### src/rtl/sha256_seq_pkg.sv
// Shared definitions for the SHA-256 round sequencer: FSM state encoding,
// default geometry of a SHA-256 block schedule and a counter-width helper.
package sha256_seq_pkg;

  localparam int DEF_MAX_BLOCKS   = 4;
  localparam int DEF_ROUNDS       = 64;
  localparam int DEF_MSG_WORDS    = 16;
  localparam int DEF_DIGEST_WORDS = 8;

  typedef enum logic [2:0] {
    ST_IDLE  = 3'd0,
    ST_LOAD  = 3'd1,
    ST_ROUND = 3'd2,
    ST_ACCUM = 3'd3,
    ST_WRITE = 3'd4,
    ST_DONE  = 3'd5
  } seq_state_t;

  // Width of a counter that must hold values 0..n-1; never narrower than one bit.
  function automatic int cnt_width(input int n);
    return (n > 1) ? $clog2(n) : 1;
  endfunction

endpackage

### src/rtl/sha_round_sequencer_if.sv
// Control/address bundle between the round sequencer and the hash datapath.
// The sequencer sits on the slave side; the datapath/driver on the master side.
interface sha_round_sequencer_if
  import sha256_seq_pkg::*;
#(
  parameter int MAX_BLOCKS   = DEF_MAX_BLOCKS,
  parameter int ROUNDS       = DEF_ROUNDS,
  parameter int MSG_WORDS    = DEF_MSG_WORDS,
  parameter int DIGEST_WORDS = DEF_DIGEST_WORDS
) ();

  logic                                   step;
  logic                                   start;
  logic [$clog2(MAX_BLOCKS+1)-1:0]        n_blocks;
  logic                                   ready;
  logic [$clog2(MAX_BLOCKS*MSG_WORDS)-1:0] in_mem_addr;
  logic                                   w_load;
  logic [$clog2(ROUNDS)-1:0]              k_num;
  logic                                   round_en;
  logic                                   accum_en;
  logic [$clog2(DIGEST_WORDS)-1:0]        out_mem_addr;
  logic                                   en_mem_out;
  logic                                   done;

  modport slave (
    input  step, start, n_blocks,
    output ready, in_mem_addr, w_load, k_num, round_en, accum_en,
           out_mem_addr, en_mem_out, done
  );

  modport master (
    output step, start, n_blocks,
    input  ready, in_mem_addr, w_load, k_num, round_en, accum_en,
           out_mem_addr, en_mem_out, done
  );

endinterface

### src/rtl/sha_round_sequencer_seq_counter.sv
// Wrapping up-counter used for the word, round, block and output-index
// counters: counts on enable, returns to zero after its terminal value,
// and a synchronous clear takes priority over counting.
module seq_counter #(
  parameter int WIDTH = 4
) (
  input  logic             clk,
  input  logic             reset_n,
  input  logic             en,
  input  logic             clr,
  input  logic [WIDTH-1:0] terminal,
  output logic [WIDTH-1:0] count,
  output logic             at_term
);

  assign at_term = (count == terminal);

  // Count register: clear wins, otherwise advance and wrap at the terminal value.
  always_ff @(posedge clk or negedge reset_n) begin
    if (!reset_n) begin
      count <= '0;
    end else if (clr) begin
      count <= '0;
    end else if (en) begin
      count <= at_term ? '0 : count + WIDTH'(1);
    end
  end

endmodule

### src/rtl/sha_round_sequencer.sv
// SHA-256 round sequencer: walks LOAD -> ROUND -> ACCUM for each message
// block, then WRITE for the digest and a single-cycle DONE. Every advance is
// qualified by step. Optional feature macro: ROUND_SEQ_ABORT_EN adds an abort
// input that drops any running job back to IDLE without signalling done.
module sha_round_sequencer
  import sha256_seq_pkg::*;
#(
  parameter int MAX_BLOCKS   = DEF_MAX_BLOCKS,
  parameter int ROUNDS       = DEF_ROUNDS,
  parameter int MSG_WORDS    = DEF_MSG_WORDS,
  parameter int DIGEST_WORDS = DEF_DIGEST_WORDS
) (
  input  logic                  clk,
  input  logic                  reset_n,
`ifdef ROUND_SEQ_ABORT_EN
  input  logic                  abort,
`endif
  sha_round_sequencer_if.slave  bus
);

  localparam int BLK_W  = $clog2(MAX_BLOCKS+1);
  localparam int IN_W   = $clog2(MAX_BLOCKS*MSG_WORDS);
  localparam int K_W    = $clog2(ROUNDS);
  localparam int OUT_W  = $clog2(DIGEST_WORDS);
  localparam int WORD_W = cnt_width(MSG_WORDS);
  localparam int RND_W  = cnt_width(ROUNDS);
  localparam int OIDX_W = cnt_width(DIGEST_WORDS);

  seq_state_t        state, state_nxt;
  logic [BLK_W-1:0]  n_lat;
  logic              accept, kill, clr_cnt;
  logic              w_load, round_en, accum_en, en_mem_out, done;

  logic [WORD_W-1:0] word_cnt;
  logic [RND_W-1:0]  round_cnt;
  logic [BLK_W-1:0]  blk_cnt;
  logic [OIDX_W-1:0] oidx_cnt;
  logic              word_term, round_term, blk_term, oidx_term;

  assign accept = (state == ST_IDLE) && bus.start &&
                  (bus.n_blocks != '0) && (bus.n_blocks <= BLK_W'(MAX_BLOCKS));

`ifdef ROUND_SEQ_ABORT_EN
  assign kill = abort && (state != ST_IDLE);
`else
  assign kill = 1'b0;
`endif

  assign clr_cnt = accept | kill;

  // State register.
  always_ff @(posedge clk or negedge reset_n) begin
    if (!reset_n) begin
      state <= ST_IDLE;
    end else begin
      state <= state_nxt;
    end
  end

  // Block count is captured only when a job is accepted.
  always_ff @(posedge clk or negedge reset_n) begin
    if (!reset_n) begin
      n_lat <= '0;
    end else if (accept) begin
      n_lat <= bus.n_blocks;
    end
  end

  // Next-state and strobe decode; every strobe is the state decode gated by step.
  always_comb begin
    state_nxt  = state;
    w_load     = 1'b0;
    round_en   = 1'b0;
    accum_en   = 1'b0;
    en_mem_out = 1'b0;
    done       = 1'b0;
    case (state)
      ST_IDLE: begin
        if (accept) state_nxt = ST_LOAD;
      end
      ST_LOAD: begin
        w_load = bus.step;
        if (bus.step && word_term) state_nxt = ST_ROUND;
      end
      ST_ROUND: begin
        round_en = bus.step;
        if (bus.step && round_term) state_nxt = ST_ACCUM;
      end
      ST_ACCUM: begin
        accum_en = bus.step;
        if (bus.step) state_nxt = blk_term ? ST_WRITE : ST_LOAD;
      end
      ST_WRITE: begin
        en_mem_out = bus.step;
        if (bus.step && oidx_term) state_nxt = ST_DONE;
      end
      ST_DONE: begin
        done      = 1'b1;
        state_nxt = ST_IDLE;
      end
      default: state_nxt = ST_IDLE;
    endcase
    if (kill) begin
      w_load     = 1'b0;
      round_en   = 1'b0;
      accum_en   = 1'b0;
      en_mem_out = 1'b0;
      done       = 1'b0;
      state_nxt  = ST_IDLE;
    end
  end

  seq_counter #(.WIDTH(WORD_W)) u_word (
    .clk(clk), .reset_n(reset_n), .en(w_load), .clr(clr_cnt),
    .terminal(WORD_W'(MSG_WORDS-1)), .count(word_cnt), .at_term(word_term)
  );

  seq_counter #(.WIDTH(RND_W)) u_round (
    .clk(clk), .reset_n(reset_n), .en(round_en), .clr(clr_cnt),
    .terminal(RND_W'(ROUNDS-1)), .count(round_cnt), .at_term(round_term)
  );

  seq_counter #(.WIDTH(BLK_W)) u_blk (
    .clk(clk), .reset_n(reset_n), .en(accum_en), .clr(clr_cnt),
    .terminal(n_lat - BLK_W'(1)), .count(blk_cnt), .at_term(blk_term)
  );

  seq_counter #(.WIDTH(OIDX_W)) u_oidx (
    .clk(clk), .reset_n(reset_n), .en(en_mem_out), .clr(clr_cnt),
    .terminal(OIDX_W'(DIGEST_WORDS-1)), .count(oidx_cnt), .at_term(oidx_term)
  );

  assign bus.ready        = (state == ST_IDLE);
  assign bus.in_mem_addr  = IN_W'(blk_cnt) * IN_W'(MSG_WORDS) + IN_W'(word_cnt);
  assign bus.k_num        = K_W'(round_cnt);
  assign bus.out_mem_addr = OUT_W'(oidx_cnt);
  assign bus.w_load       = w_load;
  assign bus.round_en     = round_en;
  assign bus.accum_en     = accum_en;
  assign bus.en_mem_out   = en_mem_out;
  assign bus.done         = done;

endmodule

### src/flat_wrapper.sv
// flat-port wrapper written by rule: the top's interface ports become plain ports
module sha_round_sequencer_flat import sha256_seq_pkg::*;
#(
  parameter int MAX_BLOCKS   = DEF_MAX_BLOCKS,
  parameter int ROUNDS       = DEF_ROUNDS,
  parameter int MSG_WORDS    = DEF_MSG_WORDS,
  parameter int DIGEST_WORDS = DEF_DIGEST_WORDS
)
  (clk, reset_n, bus_step, bus_start, bus_n_blocks, bus_ready, bus_in_mem_addr, bus_w_load, bus_k_num, bus_round_en, bus_accum_en, bus_out_mem_addr, bus_en_mem_out, bus_done);
  sha_round_sequencer_if #(.MAX_BLOCKS(MAX_BLOCKS), .ROUNDS(ROUNDS), .MSG_WORDS(MSG_WORDS), .DIGEST_WORDS(DIGEST_WORDS)) bus_i ();
  input  logic clk;
  input  logic reset_n;
  input wire logic [$bits(bus_i.step)-1:0] bus_step;
  input wire logic [$bits(bus_i.start)-1:0] bus_start;
  input wire logic [$bits(bus_i.n_blocks)-1:0] bus_n_blocks;
  output wire logic [$bits(bus_i.ready)-1:0] bus_ready;
  output wire logic [$bits(bus_i.in_mem_addr)-1:0] bus_in_mem_addr;
  output wire logic [$bits(bus_i.w_load)-1:0] bus_w_load;
  output wire logic [$bits(bus_i.k_num)-1:0] bus_k_num;
  output wire logic [$bits(bus_i.round_en)-1:0] bus_round_en;
  output wire logic [$bits(bus_i.accum_en)-1:0] bus_accum_en;
  output wire logic [$bits(bus_i.out_mem_addr)-1:0] bus_out_mem_addr;
  output wire logic [$bits(bus_i.en_mem_out)-1:0] bus_en_mem_out;
  output wire logic [$bits(bus_i.done)-1:0] bus_done;
  assign bus_i.step = bus_step;
  assign bus_i.start = bus_start;
  assign bus_i.n_blocks = bus_n_blocks;
  assign bus_ready = bus_i.ready;
  assign bus_in_mem_addr = bus_i.in_mem_addr;
  assign bus_w_load = bus_i.w_load;
  assign bus_k_num = bus_i.k_num;
  assign bus_round_en = bus_i.round_en;
  assign bus_accum_en = bus_i.accum_en;
  assign bus_out_mem_addr = bus_i.out_mem_addr;
  assign bus_en_mem_out = bus_i.en_mem_out;
  assign bus_done = bus_i.done;
  sha_round_sequencer #(.MAX_BLOCKS(MAX_BLOCKS), .ROUNDS(ROUNDS), .MSG_WORDS(MSG_WORDS), .DIGEST_WORDS(DIGEST_WORDS)) u_core (.clk(clk), .reset_n(reset_n), .bus(bus_i));
endmodule
### config.mk
export PLATFORM = sky130hd
export DESIGN_NAME = sha_round_sequencer_flat
export DESIGN_NICKNAME = d
export VERILOG_FILES = /design/src/rtl/sha256_seq_pkg.sv /design/src/rtl/sha_round_sequencer_if.sv /design/src/rtl/sha_round_sequencer_seq_counter.sv /design/src/rtl/sha_round_sequencer.sv /design/src/flat_wrapper.sv
export SDC_FILE = /design/constraint.sdc
export NUM_CORES = 1
export LEC_CHECK = 0
export ABC_AREA = 0
export CAP_MARGIN = 20
export CORE_MARGIN = 2
export CORE_UTILIZATION = 52
export DETAILED_ROUTE_END_ITERATION = 12
export PLACE_DENSITY = 0.79
export SYNTH_ARGS = -nofsm -noshare
export SYNTH_HDL_FRONTEND = slang
export SYNTH_HIERARCHICAL = 1
export SYNTH_SLANG_ARGS = --single-unit
### constraint.sdc
create_clock -name clk -period 3.25 [get_ports clk]
set_clock_uncertainty 0.1 [all_clocks]
set_input_delay 0.65 -clock clk [delete_from_list [all_inputs] [get_ports clk]]
set_output_delay 0.65 -clock clk [all_outputs]
set_load 0.005 [all_outputs]
* Word-level counts from Yosys, hierarchy flattened
Index checks and enable logic that the tools add are counted.
Cells by class: add/subtract/negate cells 6, order comparisons 1, eq/ne operators 14, muxes and demuxes 24, reduce and logical (&&, ||, !) cells 13
Operators by type and width (count):
- 3-bit two-way mux | 12
- 6-bit two-way mux | 3
- 3-bit case mux with 5 select lines | 1
- 4-bit two-way mux | 3
- 3-bit == test, second input constant | 3
- 2-bit by 1-bit != test with 1-bit output, second input constant | 4
- 2-bit nonzero test | 4
- 3-bit by 1-bit adder with 3-bit output, second input constant | 2
- 6-bit by 1-bit adder with 6-bit output, second input constant | 1
- 6-bit by 4-bit adder with 6-bit output | 1
- 3-bit by 2-bit == test with 1-bit output, second input constant | 2
- 6-bit == test, second input constant | 1
- 1-bit logical AND | 6
- 1-bit two-way mux | 5
- 5-bit AND reduction | 1
- 4-bit by 1-bit adder with 4-bit output, second input constant | 1
- 4-bit == test, second input constant | 1
- 3-bit by 1-bit == test with 1-bit output, second input constant | 1
- 3-bit == test | 1
- 3-bit less-or-equal comparator, second input constant | 1
- 3-bit zero test | 1
- 3-bit nonzero test | 1
- 3-bit by 1-bit subtractor with 3-bit output, second input constant | 1
- 2-bit != test, second input constant | 1
Storage, ports and cells: bits in registers 22, input bits 7, output and inout port bits 21, word-level logic and storage cells 64

* Depth between registers and ports, before layout
Gate-level depths: netlist of run 1.
depth after elaboration 6, depth in mapped cells 8, mapped depth without buffers 8

* Modules after synthesis
Netlist of run 1, hierarchy kept.
Modules (own cells, without submodules):
- sha_round_sequencer | times used 1, cells an instance 55, area an instance 467.9 um^2, sequential area each 150.1 um^2
- seq_counter (u_core.u_blk ...) | times used 2, cells an instance 20, area an instance 216.5 um^2, sequential area each 75.1 um^2
- seq_counter (u_core.u_round) | times used 1, cells an instance 37, area an instance 399.1 um^2, sequential area each 150.1 um^2
- seq_counter (u_core.u_word) | times used 1, cells an instance 27, area an instance 284.0 um^2, sequential area each 100.1 um^2

* Worst setup path after synthesis of run 1
Ideal clock, no wire load.
path kind input-to-reg, from in bus_start, to reg u_core.u_round.count[4], setup time 0.094 ns, arrival time 2.297 ns, required time 3.056 ns, slack 0.759 ns, cell stages on the path 6, buffers on the path 1, path through or4b_4 > nor3_4 > buf_4 > o2111ai_1 > xor2_1 > a211oi_1
Between the ends: cells in the longest elaborated chain, start to end 4, elaborated cells on any way between the ends 5, those cells by class mux (1); reduce/logical (4)
Ends and longest elaborated chain:
- from (decl) | RTL line flat_wrapper.sv:14 | input wire logic [$bits(bus_i.start)-1:0] bus_start;
- 1-bit logical AND (*) (2 in a row) | RTL line sha_round_sequencer.sv:40 | assign accept = (state == ST_IDLE) && bus.start &&
- 1-bit logical AND (*) | RTL line sha_round_sequencer.sv:41 | (bus.n_blocks != '0) && (bus.n_blocks <= BLK_W'(MAX_BLOCKS));
- named net u_core.accept | RTL line sha_round_sequencer.sv:31 | logic accept, kill, clr_cnt;
- 6-bit two-way mux or 2-bit nonzero test (tied branches)
- to (signal assigned) | RTL line sha_round_sequencer_seq_counter.sv:25 | count <= at_term ? '0 : count + WIDTH'(1);
- to (decl) | RTL line sha_round_sequencer_seq_counter.sv:12 | output logic [WIDTH-1:0] count,
The timed path passes the listed nets; every way through them passes the cells marked *. A chain may end at the register's enable or synchronous reset.

* Worst setup path in the final report of run 1
from in bus_step, to out bus_accum_en
Between the ends: cells in the longest elaborated chain, start to end 1
Ends and longest elaborated chain:
- from (decl) | RTL line flat_wrapper.sv:13 | input wire logic [$bits(bus_i.step)-1:0] bus_step;
- 1-bit two-way mux | RTL line sha_round_sequencer.sv:77 | case (state)
- to (decl) | RTL line flat_wrapper.sv:21 | output wire logic [$bits(bus_i.accum_en)-1:0] bus_accum_en;
No other way between the ends.

==> summary.md, run 1 <==
| Metric | Value |
|---|---|
| Fillers | 255 |
| Die W | 59.19 um |
| Tmin final | 3.039 ns |
| Switching share of power | 0.3794 |
| Row Count | 20 |
| Area delta synth->final | 24.33% |
| Comb power frac | 0.449 |
| Initial drt markers | 53 |
| Clock power share | 0.145 |
| Synth Register Bits | 22 |
| Top cell type by total area after synthesis | dfrtp_1 |
| Number of library cell types mapped by synthesis | 47 |
| WS Path Type | in -> out |
| 1st-pass router iterations | 4 |
| Synth Warn # | 6 |
| Initial core utilization | 0.5319 |
| Via/cell ratio | 5.584 |
| Setup violators final | 0 |
| CTS tree | done |
| Largest net degree at the start of global routing | 23 |
| Sequential share of power | 0.406 |
| Synth cell count leaders | dfrtp_1 (22), xor2_1 (12), inv_1 (11), nand2_1 (11), a21oi_1 (9) |
| Worst-skew pair later-pin latency | 0.30 ns |
| Post-DP HPWL | 2399 um |
| Clock buffer depth | 2 |
| Ant diodes | 0 |
| Vias in the first global route | 1264 |
| Cell count after synthesis | 159 |
| Root Buffer | clkbuf_4 |
| Status | finished, final reports clean |
| Period utilization | 0.9350 |
| Setup tns final | 0 ns |
| Layout cells sized above 1 | 0.1350 |
| Grt ovf | 0 |
| Ports | 28 |
| Die Area | 3503 sq um |
| NetSw | 0.0003993 W |
| Antenna Violating Nets Remaining | 0 |
| Final Hold Viols | 0 |
| Peak supply drop | 0.2489 mV |
| Clock Pin Slew Worst Setup and Hold Paths | 0.13 ns |
| DRC errors left | 0 |
| Per-cell routed wire length | 13.80 um |
| Final Max Tran Viols | 0 |
| Syn avg cell area | 9.962 sq um |
| H-tree levels | 1 |
| Initial antenna violation count | 0 |
| Number of enable flip-flop cells after synthesis | 0 |
| Synth async-reset ratio | 1.000 |
| Gp weighted congestion | 0.7727 |
| Setup Buffers After CTS | 0 |
| Total Power | 0.001052 W |
| RSZ-0062 raised after global routing | false |
| Worst setup SP type | primary input |
| Fmax | 329.1 MHz |
| DRT Wirelength | 3216 um |
| Vias | 1301 |
| Post-CTS Resized | 0 |
| Cts hold-fix bufs | 0 |
| Count leader, synth | dfrtp_1 |
| Nets | 213 |
| Height of the die | 59.19 um |
| Worst-path maximum fanout | 8 |
| Max-cap violations | 0 |
| Hold WS | 0.4283 ns |
| Gr usage total | 0.2010 |
| CP endpoint kind | primary output |
| Port Buffers | 27 |
| CP Data Required Time | 2.50 ns |
| Internal power | 0.0006531 W |
| Post-synth top area share | 0.3476 |
| First-pass GRT wire length | 5478 um |
| CTS buffer count | 3 |
| Sequential share of the synthesized area | 0.3476 |
| Worst hold path class | reg -> reg |
| CORE AREA | 2978 sq um |
| Clock Sinks | 22 |
| Cell Area, Synth | 1584 sq um |
| Main synth FF type | dfrtp_1 |
| CP arrival | 2.29 ns |
| Pwr Density | 534.4 nW/um^2 |
| Pleak | 0.8504 nW |
| Most area-consuming cells after synthesis | dfrtp_1 (35%), xor2_1 (6.6%), xor2_2 (4.1%), ha_1 (3.9%), xnor2_1 (3.9%) |
power by group through the flow:
stage	clock [W]	sequential (W)	combinational [W]
after floorplan	0	0.000406	0.000325
after global placement	0	0.000428	0.000452
after detailed placement	0	0.000434	0.000473
after CTS	0.000160	0.000428	0.000476
after global routing	0.000172	0.000441	0.000525
final	0.000152	0.000427	0.000473
registers in the layout, summed over array words and instances (netlist names):
| name | flops |
|---|---|
| u_core/u_word/count | 4 |
| u_core/u_blk/count | 3 |
| u_core/u_round/count | 6 |
| u_core/n_lat | 3 |
| u_core/state | 3 |
| u_core/u_oidx/count | 3 |
through the flow:
stage	instances	util	cell area [sq um]	setup WS, ns
2_1_floorplan	171	-	1629	0.7588
5_1_grt	233	0.6613	1969	0.06659
4_1_cts	233	0.6613	1969	0.2178
3_5_place_dp	229	0.6492	1933	0.2300
3_3_place_gp	229	0.6492	1933	0.2932
6_report	233	0.6613	1969	0.2113
cell type report:
type / count / area (sq um) / area share
multi-input cells: 131 / 992.2 / 0.5038
flip-flops and latches: 22 / 550.5 / 0.2795
repair buffers: 32 / 307.8 / 0.1563
well taps: 33 / 41.29 / 0.02097
inverters: 11 / 41.29 / 0.02097
clock buffers: 4 / 36.28 / 0.01842
metal layers:
layer  global-route usage  up-vias  share of wire
met5                    0        -              0
met4              0.05844        0         0.0050
met1               0.2465      630           0.44
met2               0.3595       26           0.52
met3              0.03275        2          0.032
li1                     -      643              -
path summary, 6_finish.rpt:
path                            cells after the start                             endpoint                        start  slack, ns
worst max-delay path                                4                         bus_accum_en                     bus_step       0.21
worst min-delay path                                2          u_core/n_lat[1]$_DFFE_PN0P_  u_core/n_lat[1]$_DFFE_PN0P_       0.43
worst max register to register                      6  u_core/u_round/count[5]$_DFFE_PN0P_  u_core/state[0]$_DFFE_PN0P_       0.91
worst min register to register                      2          u_core/n_lat[1]$_DFFE_PN0P_  u_core/n_lat[1]$_DFFE_PN0P_       0.43
max in group asynchronous                           2  u_core/u_round/count[4]$_DFFE_PN0P_                      reset_n       2.25
min in group asynchronous                           2    u_core/u_blk/count[1]$_DFFE_PN0P_                      reset_n       0.57
cell usage in the layout, fill, tap and decap left out, types with 3 or more instances in the layout:
master	instances
conb_1	13
clkbuf_4	3
o32ai_1	5
a211oi_1	3
or2b_1	6
nor2_1	5
a21oi_1	9
clkdlybuf4s50_1	27
nand2b_1	4
dfrtp_1	22
buf_4	5
nor3_1	6
inv_1	11
xor2_2	4
o21ai_0	4
o311ai_1	6
ha_1	5
xnor2_1	7
nand2_1	11
xor2_1	12
cell families (layout without fill, tap and decap cells):
group,count (synthesis),count (layout),share of synthesized area
AO/OA/AOI/OAI,38,38,0.1840
XOR/XNOR,23,23,0.1461
adder cells (fa/ha/maj),5,5,0.03949
buffers and inverters,18,47,0.05449
flip-flops,22,22,0.3476
multiplexers,3,3,0.02054
other,1,13,0.002367
AND/OR/NAND/NOR,49,49,0.2054
critical path, cell delays in order:
cell and delay, ns:
clkdlybuf4s50_1 0.59, nand2_1 0.10, nor2_1 0.36, clkdlybuf4s50_1 0.59
Note: power is estimated with default switching activity, not from simulation.
==> run 2: changes to the inputs <==
--- a/config.mk
+++ b/config.mk
@@ -15,3 +15,4 @@
 export SYNTH_HDL_FRONTEND = slang
 export SYNTH_HIERARCHICAL = 1
 export SYNTH_SLANG_ARGS = --single-unit
+export TNS_END_PERCENT = 10
==> results of run 2 <==
Same layout as run 1: the final DEF is identical, and so are final timing and power.
